### config.mk
export PLATFORM = sky130hd
export DESIGN_NAME = mem_stage
export DESIGN_NICKNAME = d
export VERILOG_FILES = /design/src/rtl/cpu_pkg.sv /design/src/rtl/mem_req_fsm.sv /design/src/rtl/mem_stage.sv
export SDC_FILE = /design/constraint.sdc
export NUM_CORES = 1
export LEC_CHECK = 0
export CORE_MARGIN = 3
export CORE_UTILIZATION = 45
export DETAILED_ROUTE_END_ITERATION = 8
export DONT_BUFFER_PORTS = 1
export SYNTH_ARGS = -nofsm -noshare
export SYNTH_HDL_FRONTEND = slang
export SYNTH_SLANG_ARGS = --single-unit
### constraint.sdc
create_clock -name clk_i -period 6.35 [get_ports clk_i]
set_input_delay 1.27 -clock clk_i [delete_from_list [all_inputs] [get_ports clk_i]]
set_output_delay 1.27 -clock clk_i [all_outputs]
set_load 0.05 [all_outputs]
### src/rtl/cpu_pkg.sv
// rtl/cpu_pkg.sv - shared pipeline types: memory FSM states and the control bundle
package cpu_pkg;

   typedef enum logic {
      IDLE = 1'b0,
      WAIT = 1'b1
   } mem_state_e;

   // Control bundle carried by ID/EX, EX/MEM and MEM/WB alike
   typedef struct packed {
      logic mem_read;
      logic mem_write;
      logic mem_to_reg;
      logic reg_write;
   } ctrl_t;

   localparam int CTRL_W = $bits(ctrl_t);

   function automatic logic is_mem_op(input ctrl_t c);
      return c.mem_read | c.mem_write;
   endfunction

endpackage

### src/rtl/mem_req_fsm.sv
// rtl/mem_req_fsm.sv - data-memory request FSM with timeout counter
// Drives req/stall for the EX/MEM slot and flags aborted or misaligned accesses.
module mem_req_fsm
   import cpu_pkg::*;
#(
   parameter int TIMEOUT = 16
)
(
   input  logic clk_i,
   input  logic rst_i,
   input  logic mem_op_i,
   input  logic aligned_i,
   input  logic ack_i,
   output logic req_o,
   output logic stall_o,
   output logic abort_o,
   output logic misalign_o
);

   localparam int CNT_W = $clog2(TIMEOUT + 1);
   localparam logic [CNT_W-1:0] CNT_LAST = CNT_W'(TIMEOUT - 1);

   mem_state_e       state_q, state_d;
   logic [CNT_W-1:0] cnt_q, cnt_d;
   logic             timed_out;

   always_ff @(posedge clk_i) begin
      if (rst_i) begin
         state_q <= IDLE;
         cnt_q   <= '0;
      end else begin
         state_q <= state_d;
         cnt_q   <= cnt_d;
      end
   end

   // The abort cycle drops the request, so stall never exceeds TIMEOUT cycles
   assign timed_out = (state_q == WAIT) && (cnt_q == CNT_LAST);

   always_comb begin
      state_d = state_q;
      cnt_d   = cnt_q;
      case (state_q)
         IDLE: begin
            cnt_d = '0;
            if (req_o && !ack_i) begin
               state_d = WAIT;
            end
         end
         WAIT: begin
            if (timed_out || ack_i) begin
               state_d = IDLE;
               cnt_d   = '0;
            end else begin
               cnt_d = cnt_q + 1'b1;
            end
         end
         default: begin
            state_d = IDLE;
            cnt_d   = '0;
         end
      endcase
   end

   always_comb begin
      req_o      = mem_op_i && aligned_i && !timed_out;
      stall_o    = req_o && !ack_i;
      abort_o    = mem_op_i && timed_out;
      misalign_o = mem_op_i && !aligned_i;
   end

endmodule

### src/rtl/mem_stage.sv
// rtl/mem_stage.sv - EX/MEM register, data-memory access and MEM/WB register
// Exports the EX/MEM slot for forwarding and stalls upstream during memory waits.
module mem_stage
   import cpu_pkg::*;
#(
   parameter int DATA_W  = 32,
   parameter int REG_AW  = 5,
   parameter int TIMEOUT = 16
)
(
   input  logic              clk_i,
   input  logic              rst_i,
   input  logic              valid_i,
   input  logic              flush_i,
   input  logic [DATA_W-1:0] alu_result_i,
   input  logic [DATA_W-1:0] store_data_i,
   input  logic [REG_AW-1:0] rd_i,
   input  logic              mem_read_i,
   input  logic              mem_write_i,
   input  logic              mem_to_reg_i,
   input  logic              reg_write_i,
   output logic              stall_o,
   output logic              dmem_req_o,
   output logic              dmem_we_o,
   output logic [DATA_W-1:0] dmem_addr_o,
   output logic [DATA_W-1:0] dmem_wdata_o,
   input  logic              dmem_ack_i,
   input  logic [DATA_W-1:0] dmem_rdata_i,
   output logic [REG_AW-1:0] fwd_rd_o,
   output logic              fwd_we_o,
   output logic [DATA_W-1:0] fwd_data_o,
   output logic              wb_valid_o,
   output logic [REG_AW-1:0] wb_rd_o,
   output logic              wb_we_o,
   output logic [DATA_W-1:0] wb_data_o,
   output logic              err_o
);

   logic              exm_valid_q, exm_valid_d;
   ctrl_t             exm_ctrl_q, exm_ctrl_d;
   logic [DATA_W-1:0] exm_result_q, exm_result_d;
   logic [DATA_W-1:0] exm_wdata_q, exm_wdata_d;
   logic [REG_AW-1:0] exm_rd_q, exm_rd_d;

   logic              wb_valid_q, wb_valid_d;
   logic [REG_AW-1:0] wb_rd_q, wb_rd_d;
   logic              wb_we_q, wb_we_d;
   logic [DATA_W-1:0] wb_data_q, wb_data_d;

   logic mem_op, aligned, req, abort, misalign, completed;

   assign mem_op  = exm_valid_q && is_mem_op(exm_ctrl_q);
   assign aligned = (exm_result_q[1:0] == 2'b00);

   mem_req_fsm #(.TIMEOUT(TIMEOUT)) u_fsm (
      .clk_i      (clk_i),
      .rst_i      (rst_i),
      .mem_op_i   (mem_op),
      .aligned_i  (aligned),
      .ack_i      (dmem_ack_i),
      .req_o      (req),
      .stall_o    (stall_o),
      .abort_o    (abort),
      .misalign_o (misalign)
   );

   always_ff @(posedge clk_i) begin
      if (rst_i) begin
         exm_valid_q  <= 1'b0;
         exm_ctrl_q   <= ctrl_t'({CTRL_W{1'b0}});
         exm_result_q <= '0;
         exm_wdata_q  <= '0;
         exm_rd_q     <= '0;
         wb_valid_q   <= 1'b0;
         wb_rd_q      <= '0;
         wb_we_q      <= 1'b0;
         wb_data_q    <= '0;
      end else begin
         exm_valid_q  <= exm_valid_d;
         exm_ctrl_q   <= exm_ctrl_d;
         exm_result_q <= exm_result_d;
         exm_wdata_q  <= exm_wdata_d;
         exm_rd_q     <= exm_rd_d;
         wb_valid_q   <= wb_valid_d;
         wb_rd_q      <= wb_rd_d;
         wb_we_q      <= wb_we_d;
         wb_data_q    <= wb_data_d;
      end
   end

   // Bubbles are fully zeroed so forwarding and WB never see stale fields
   always_comb begin
      exm_valid_d  = exm_valid_q;
      exm_ctrl_d   = exm_ctrl_q;
      exm_result_d = exm_result_q;
      exm_wdata_d  = exm_wdata_q;
      exm_rd_d     = exm_rd_q;
      if (!stall_o) begin
         if (valid_i && !flush_i) begin
            exm_valid_d  = 1'b1;
            exm_ctrl_d   = '{mem_read:   mem_read_i,
                             mem_write:  mem_write_i,
                             mem_to_reg: mem_to_reg_i,
                             reg_write:  reg_write_i};
            exm_result_d = alu_result_i;
            exm_wdata_d  = store_data_i;
            exm_rd_d     = rd_i;
         end else begin
            exm_valid_d  = 1'b0;
            exm_ctrl_d   = ctrl_t'({CTRL_W{1'b0}});
            exm_result_d = '0;
            exm_wdata_d  = '0;
            exm_rd_d     = '0;
         end
      end
   end

   assign completed = exm_valid_q && (!mem_op || (req && dmem_ack_i));

   always_comb begin
      wb_valid_d = 1'b0;
      wb_rd_d    = '0;
      wb_we_d    = 1'b0;
      wb_data_d  = '0;
      if (completed) begin
         wb_valid_d = 1'b1;
         wb_rd_d    = exm_rd_q;
         wb_we_d    = exm_ctrl_q.reg_write && !exm_ctrl_q.mem_write;
         wb_data_d  = exm_ctrl_q.mem_to_reg ? dmem_rdata_i : exm_result_q;
      end
   end

   assign dmem_req_o   = req;
   assign dmem_we_o    = req && exm_ctrl_q.mem_write;
   assign dmem_addr_o  = {exm_result_q[DATA_W-1:2], 2'b00};
   assign dmem_wdata_o = exm_wdata_q;
   assign err_o        = abort || misalign;

   assign fwd_rd_o   = exm_rd_q;
   assign fwd_we_o   = exm_valid_q && exm_ctrl_q.reg_write && !exm_ctrl_q.mem_read;
   assign fwd_data_o = exm_result_q;

   assign wb_valid_o = wb_valid_q;
   assign wb_rd_o    = wb_rd_q;
   assign wb_we_o    = wb_we_q;
   assign wb_data_o  = wb_data_q;

endmodule

# After elaboration in Yosys (flattened, before gate mapping)
# Cells that the tools add are included.
[totals]
ram_bits = 0
elab_cells = 57
romBits = 0
output_inout_bits = 145
memories = 0
inputBits = 110
reg_bits = 119
latchBits = 0
[op_classes]
n_shift = 0
n_lt_le_gt_ge = 0
mux = 12
div = 0
n_addsub = 1
mul = 0
eq_ne = 1
reduce_logical = 26
bitwise_logic = 3
[op_table]
columns = ["cell", "count"]
rows = [
  ["32-bit two-way mux", 3],
  ["1-bit logical AND", 14],
  ["5-bit two-way mux", 2],
  ["5-bit case mux with 2 select lines", 1],
  ["1-bit logical NOT", 7],
  ["5-bit by 1-bit adder with 5-bit output, second input constant", 1],
  ["5-bit by 4-bit == test with 1-bit output, second input constant", 1],
  ["1-bit two-way mux", 4],
  ["4-bit two-way mux", 1],
  ["1-bit logical OR", 3],
  ["2-bit logical NOT", 1],
  ["1-bit inverter", 2],
  ["1-bit case mux with 2 select lines", 1],
  ["2-bit OR reduction", 1],
  ["1-bit OR", 1],
]

# Logic depth before layout (Yosys ltp)
[logic_depth]
depth_word = 9
depth_mapped = 9
ltp_nobuf = 6

# Cells and area by module
# A second synthesis with hierarchy kept.
[unflattened]
hier_cells = 356
hier_area_um2 = 4190.3
[by_module_without_submodules]
columns = ["mod", "area_each_um2", "instances", "cells_per_inst", "seq_area_each_um2"]
rows = [
  ["mem_stage", 3936.3, 1, 328, 2262.2],
  ["mem_req_fsm", 254.0, 1, 28, 120.1],
]

# Least setup slack after synthesis
# No wires, ideal clock.
[synth_path]
kind = "input to output"
from = "in dmem_ack_i"
to = "out stall_o"
slack_ps = 2662
required_time_ps = 5080
t_arrival_ps = 2418
path_stages = 6
cell_sequence = "nand2b_1 -> or3_1 -> clkbuf_1 -> buf_6 -> buf_6 -> inv_1"
[synth_via]
elab_chain_cells = 2
[synth_lines]
columns = ["item", "line_no", "text"]
rows = [
  ["from (decl)", "mem_stage.sv:27", "input logic dmem_ack_i,"],
  ["1-bit logical NOT", "mem_req_fsm.sv:67", "stall_o = req_o && !ack_i;"],
  ["1-bit logical AND", "mem_req_fsm.sv:67", ""],
  ["to (decl)", "mem_stage.sv:22", "output logic stall_o,"],
]
# Every way passes these cells.

# Worst setup path after layout
[layout_path]
from = "reg u_fsm.cnt_q[0]"
to = "out dmem_req_o"
[layout_via]
elab_chain_cells = 4
[layout_lines]
columns = ["item", "line_no", "text"]
rows = [
  ["from (decl)", "mem_req_fsm.sv:24", "logic [CNT_W-1:0] cnt_q, cnt_d;"],
  ["from (signal assigned)", "mem_req_fsm.sv:33", "cnt_q <= cnt_d;"],
  ["5-bit by 4-bit == test with 1-bit output", "mem_req_fsm.sv:38", "assign timed_out = (state_q == WAIT) && (cnt_q == CNT_LAST);"],
  ["1-bit logical AND", "mem_req_fsm.sv:38", ""],
  ["1-bit logical NOT", "mem_req_fsm.sv:66", "req_o = mem_op_i && aligned_i && !timed_out;"],
  ["1-bit logical AND", "mem_req_fsm.sv:66", ""],
  ["to (decl)", "mem_stage.sv:23", "output logic dmem_req_o,"],
]
# Every way passes these cells.

==> results.md <==
- Vias/cell: 5.28
- Crit share post-route: between 60% and 70%
- Yosys cell types: 31
- Switch share: 24.9%
- Worst Clk Skew: just under 0.009 ns
- Reg2reg start: u_fsm.cnt_q[0]$_SDFF_PP0_
- Syn Area/Cell: approximately 9.5 µm²
- Clk pwr share: between 50% and 60%
- Number of buffers added on ports: 0
- Register clock-pin slew on the reported worst setup and hold paths: roughly 0.06 ns
- Clock latency on the worst-skew pair: around 0.5 ns
- # setup viols final: 0
- Cell count after synthesis: approximately 500
- Startpoint Class: flip-flop
- Hold path depth: 1
- Slew Limit Headroom: 16.4%
- Core Area: approximately 0.01 mm²
- Rows: 36
- Sequential share of power: between 40 and 50%
- Nets: ~570
- Worst hold path class: flip-flop to flip-flop
- Synth-to-Final Area Change: 9.15%
- Tot Pwr: roughly 1.9 mW
- Die W: approximately 110 µm
- GP Congestion: around 0.71
- DR WL/cell: 18.4 µm
- First-pass GRT wire length: 16.6 mm
- Worst Max-Slew Pin Slew: 1.25 ns
- Commonest non-fill, non-tap cell in the layout: nand2_1
- First-pass DRT Iterations: 4
- Most frequent cells in the layout: nand2_1, dfxtp_1, mux2i_1
- CP Data Arrival Time: ~3 ns
- Crit-path max FO: 4
- Logic pwr share: 2.8%
- Final Cell Area: around 0.0052 mm²
- Post-route ant nets: 0
- Critical path class: flip-flop to output pin
- Initial Utilization: between 40 and 50%
- Power per cell area: between 300 and 400 mW/mm²
- Resize count post-CTS: 0
- Max cap viols: 0
- RSZ-0062 raised after global routing: no
- Pleak: roughly 2.3 nW
- Die area: 0.0118 mm²
- DRT Wirelength: ~11 mm
- Flop2flop setup slack: around 3.5 ns
- GR Overflow Total: 0
- TritonCTS Sinks: between 100 and 150
- FF-to-FF End: exm_ctrl_q[2]$_SDFFE_PP0N_
- Placement-stage cell area: around 0.0046 mm²
- Worst Path Required: just over 5 ns
- Area of the mapped netlist: roughly 0.0047 mm²
- Post-synthesis register bit count: roughly 120
- Hold_buf cts: 0
- Net load switching power: roughly 470 µW
- Worst r2r path cells: 7
- ANT cells: 0
- TNS Setup: 0 ns
- CTS buffer count: 17
- Status: finished clean
- CP endpoint kind: output pin
- Hold endpoint: u_fsm.cnt_q[0]$_SDFF_PP0_
- Final Hold Fails: 0
- Ys Warns: 0
- I/O pin total: 255
- CTS tree: built
- VDD IR max: ~0.18 mV
- Initial antenna violation count: 0
- Die height: about 110 µm
- Setup Buffers After CTS: 0
- Final core utilization: around 52%
- Total track usage: between 10% and 20%
- Register area share after synthesis: around 50%
- Fin crit period: approximately 4.3 ns
- Maximum root-to-sink buffer count: 2
- Post-detail-place hpwl: around 7.8 mm
- Fill cells: roughly 930
- Hold_sp: u_fsm.cnt_q[0]$_SDFF_PP0_
- Cell-internal power: about 1.4 mW
- Peak Freq: around 230 MHz
- Fraction of layout cells with a size suffix above 1: 9.49%
- Number of global-route vias before repair: 3211
- CTS H-tree depth: 4
- Clock Tree Root: clkbuf_8
- DRC: 0
- Final slew viol count: 0
- Vias: 3204
- Initial DRC Count: roughly 140
- Largest net degree at the start of global routing: 70
through the flow:
step / std cells / hold slack, ns / setup WS (ns)
finish: 607 / 0.464 / 2.03
CTS: 607 / 0.467 / 2.02
global placement: 575 / 0.430 / 2.63
global route: 607 / 0.485 / 1.87
detailed placement: 575 / 0.459 / 2.61
floorplan: 503 / 0.418 / 2.66
per-layer routing:
| metal | routed length (µm) | vias to the layer above | GRT usage [%] |
|---|---|---|---|
| li1 | - | 1516 | - |
| met1 | 4190 | 1526 | 19.1 |
| met2 | 5590 | 151 | 31.4 |
| met3 | 1280 | 11 | 10.0 |
| met4 | 133 | 0 | 7.39 |
| met5 | 0 | - | 0 |
registers in the layout, summed over array words and instances (netlist names):
signal         count
wb_valid_o         1
fwd_rd_o           5
dmem_wdata_o      32
wb_rd_o            5
u_fsm.cnt_q        5
wb_data_o         32
fwd_data_o        32
exm_ctrl_q         4
exm_valid_q        1
u_fsm.state_q      1
wb_we_o            1
cell type report:
class | count | area, µm² | area share, %
clock buffer | 19 | 442 | 8.52
clock inverter | 13 | 170 | 3.28
inverter | 5 | 18.8 | 0.362
multi-input combinational | 314 | 1970 | 38.0
sequential | 119 | 2380 | 46.0
tap | 133 | 166 | 3.21
timing repair buffer | 4 | 30.0 | 0.580
synthesized netlist by cell type:
library cell	instances	share of area, %
nand2b_1	2	0.26
dfxtp_1	119	50
nor2b_1	5	0.66
inv_1	4	0.32
nand2_1	139	11
xnor2_1	1	0.18
or4_1	1	0.16
nand3_1	1	0.11
o21ai_0	1	0.11
a211o_1	1	0.18
a32oi_1	1	0.18
and3_1	4	0.53
buf_6	6	1.4
mux2i_1	101	21
nor4b_1	2	0.37
buf_2	3	0.32
nor3b_1	3	0.47
buf_1	1	0.079
clkbuf_1	23	1.8
a211oi_1	1	0.16
a31o_2	2	0.37
and3b_1	2	0.37
nor2_1	39	3.1
xor2_1	1	0.18
a21oi_1	1	0.11
or3_1	1	0.13
conb_1	1	0.079
buf_4	32	5.1
or4b_2	1	0.21
ha_1	2	0.53
clkinv_1	1	0.079
how the worst max path moves through the flow:
stage,start,to,slack [ns],cells after the start
after detailed placement,dmem_ack_i,stall_o,2.61,3
final,u_fsm.cnt_q[0]$_SDFF_PP0_,dmem_req_o,2.03,6
after global routing,u_fsm.cnt_q[0]$_SDFF_PP0_,dmem_req_o,1.87,6
after global placement,dmem_ack_i,stall_o,2.63,3
after floorplan,dmem_ack_i,stall_o,2.66,6
after CTS,u_fsm.cnt_q[0]$_SDFF_PP0_,dmem_req_o,2.02,6
cells by family after synthesis:
| logic type | after synthesis | share of synthesized area (%) |
|---|---|---|
| AO/OA/AOI/OAI | 7 | 1.11 |
| XOR/XNOR | 2 | 0.369 |
| adder cells (fa/ha/maj) | 2 | 0.527 |
| buffers and inverters | 70 | 9.09 |
| flip-flops | 119 | 50.2 |
| multiplexers | 101 | 21.3 |
| other | 1 | 0.0790 |
| AND/OR/NAND/NOR | 200 | 17.3 |
critical path: stages, from the launching register on:
cell and delay, ns:
dfxtp_1 0.32, ha_1 0.22, and3_1 0.19, ha_1 0.22, a211oi_1 0.66, nand2_1 0.17
nor2_1 0.75
power groups by stage:
stage / Combinational, mW / Sequential, mW / Clock [mW]
global placement: 0.0500 / 0.861 / 0
floorplan: 0.0714 / 0.835 / 0
finish: 0.0516 / 0.845 / 0.973
detailed placement: 0.0517 / 0.862 / 0
CTS: 0.0521 / 0.845 / 0.994
global route: 0.0578 / 0.847 / 1.03
No activity file was read; power rests on OpenSTA's default activity.
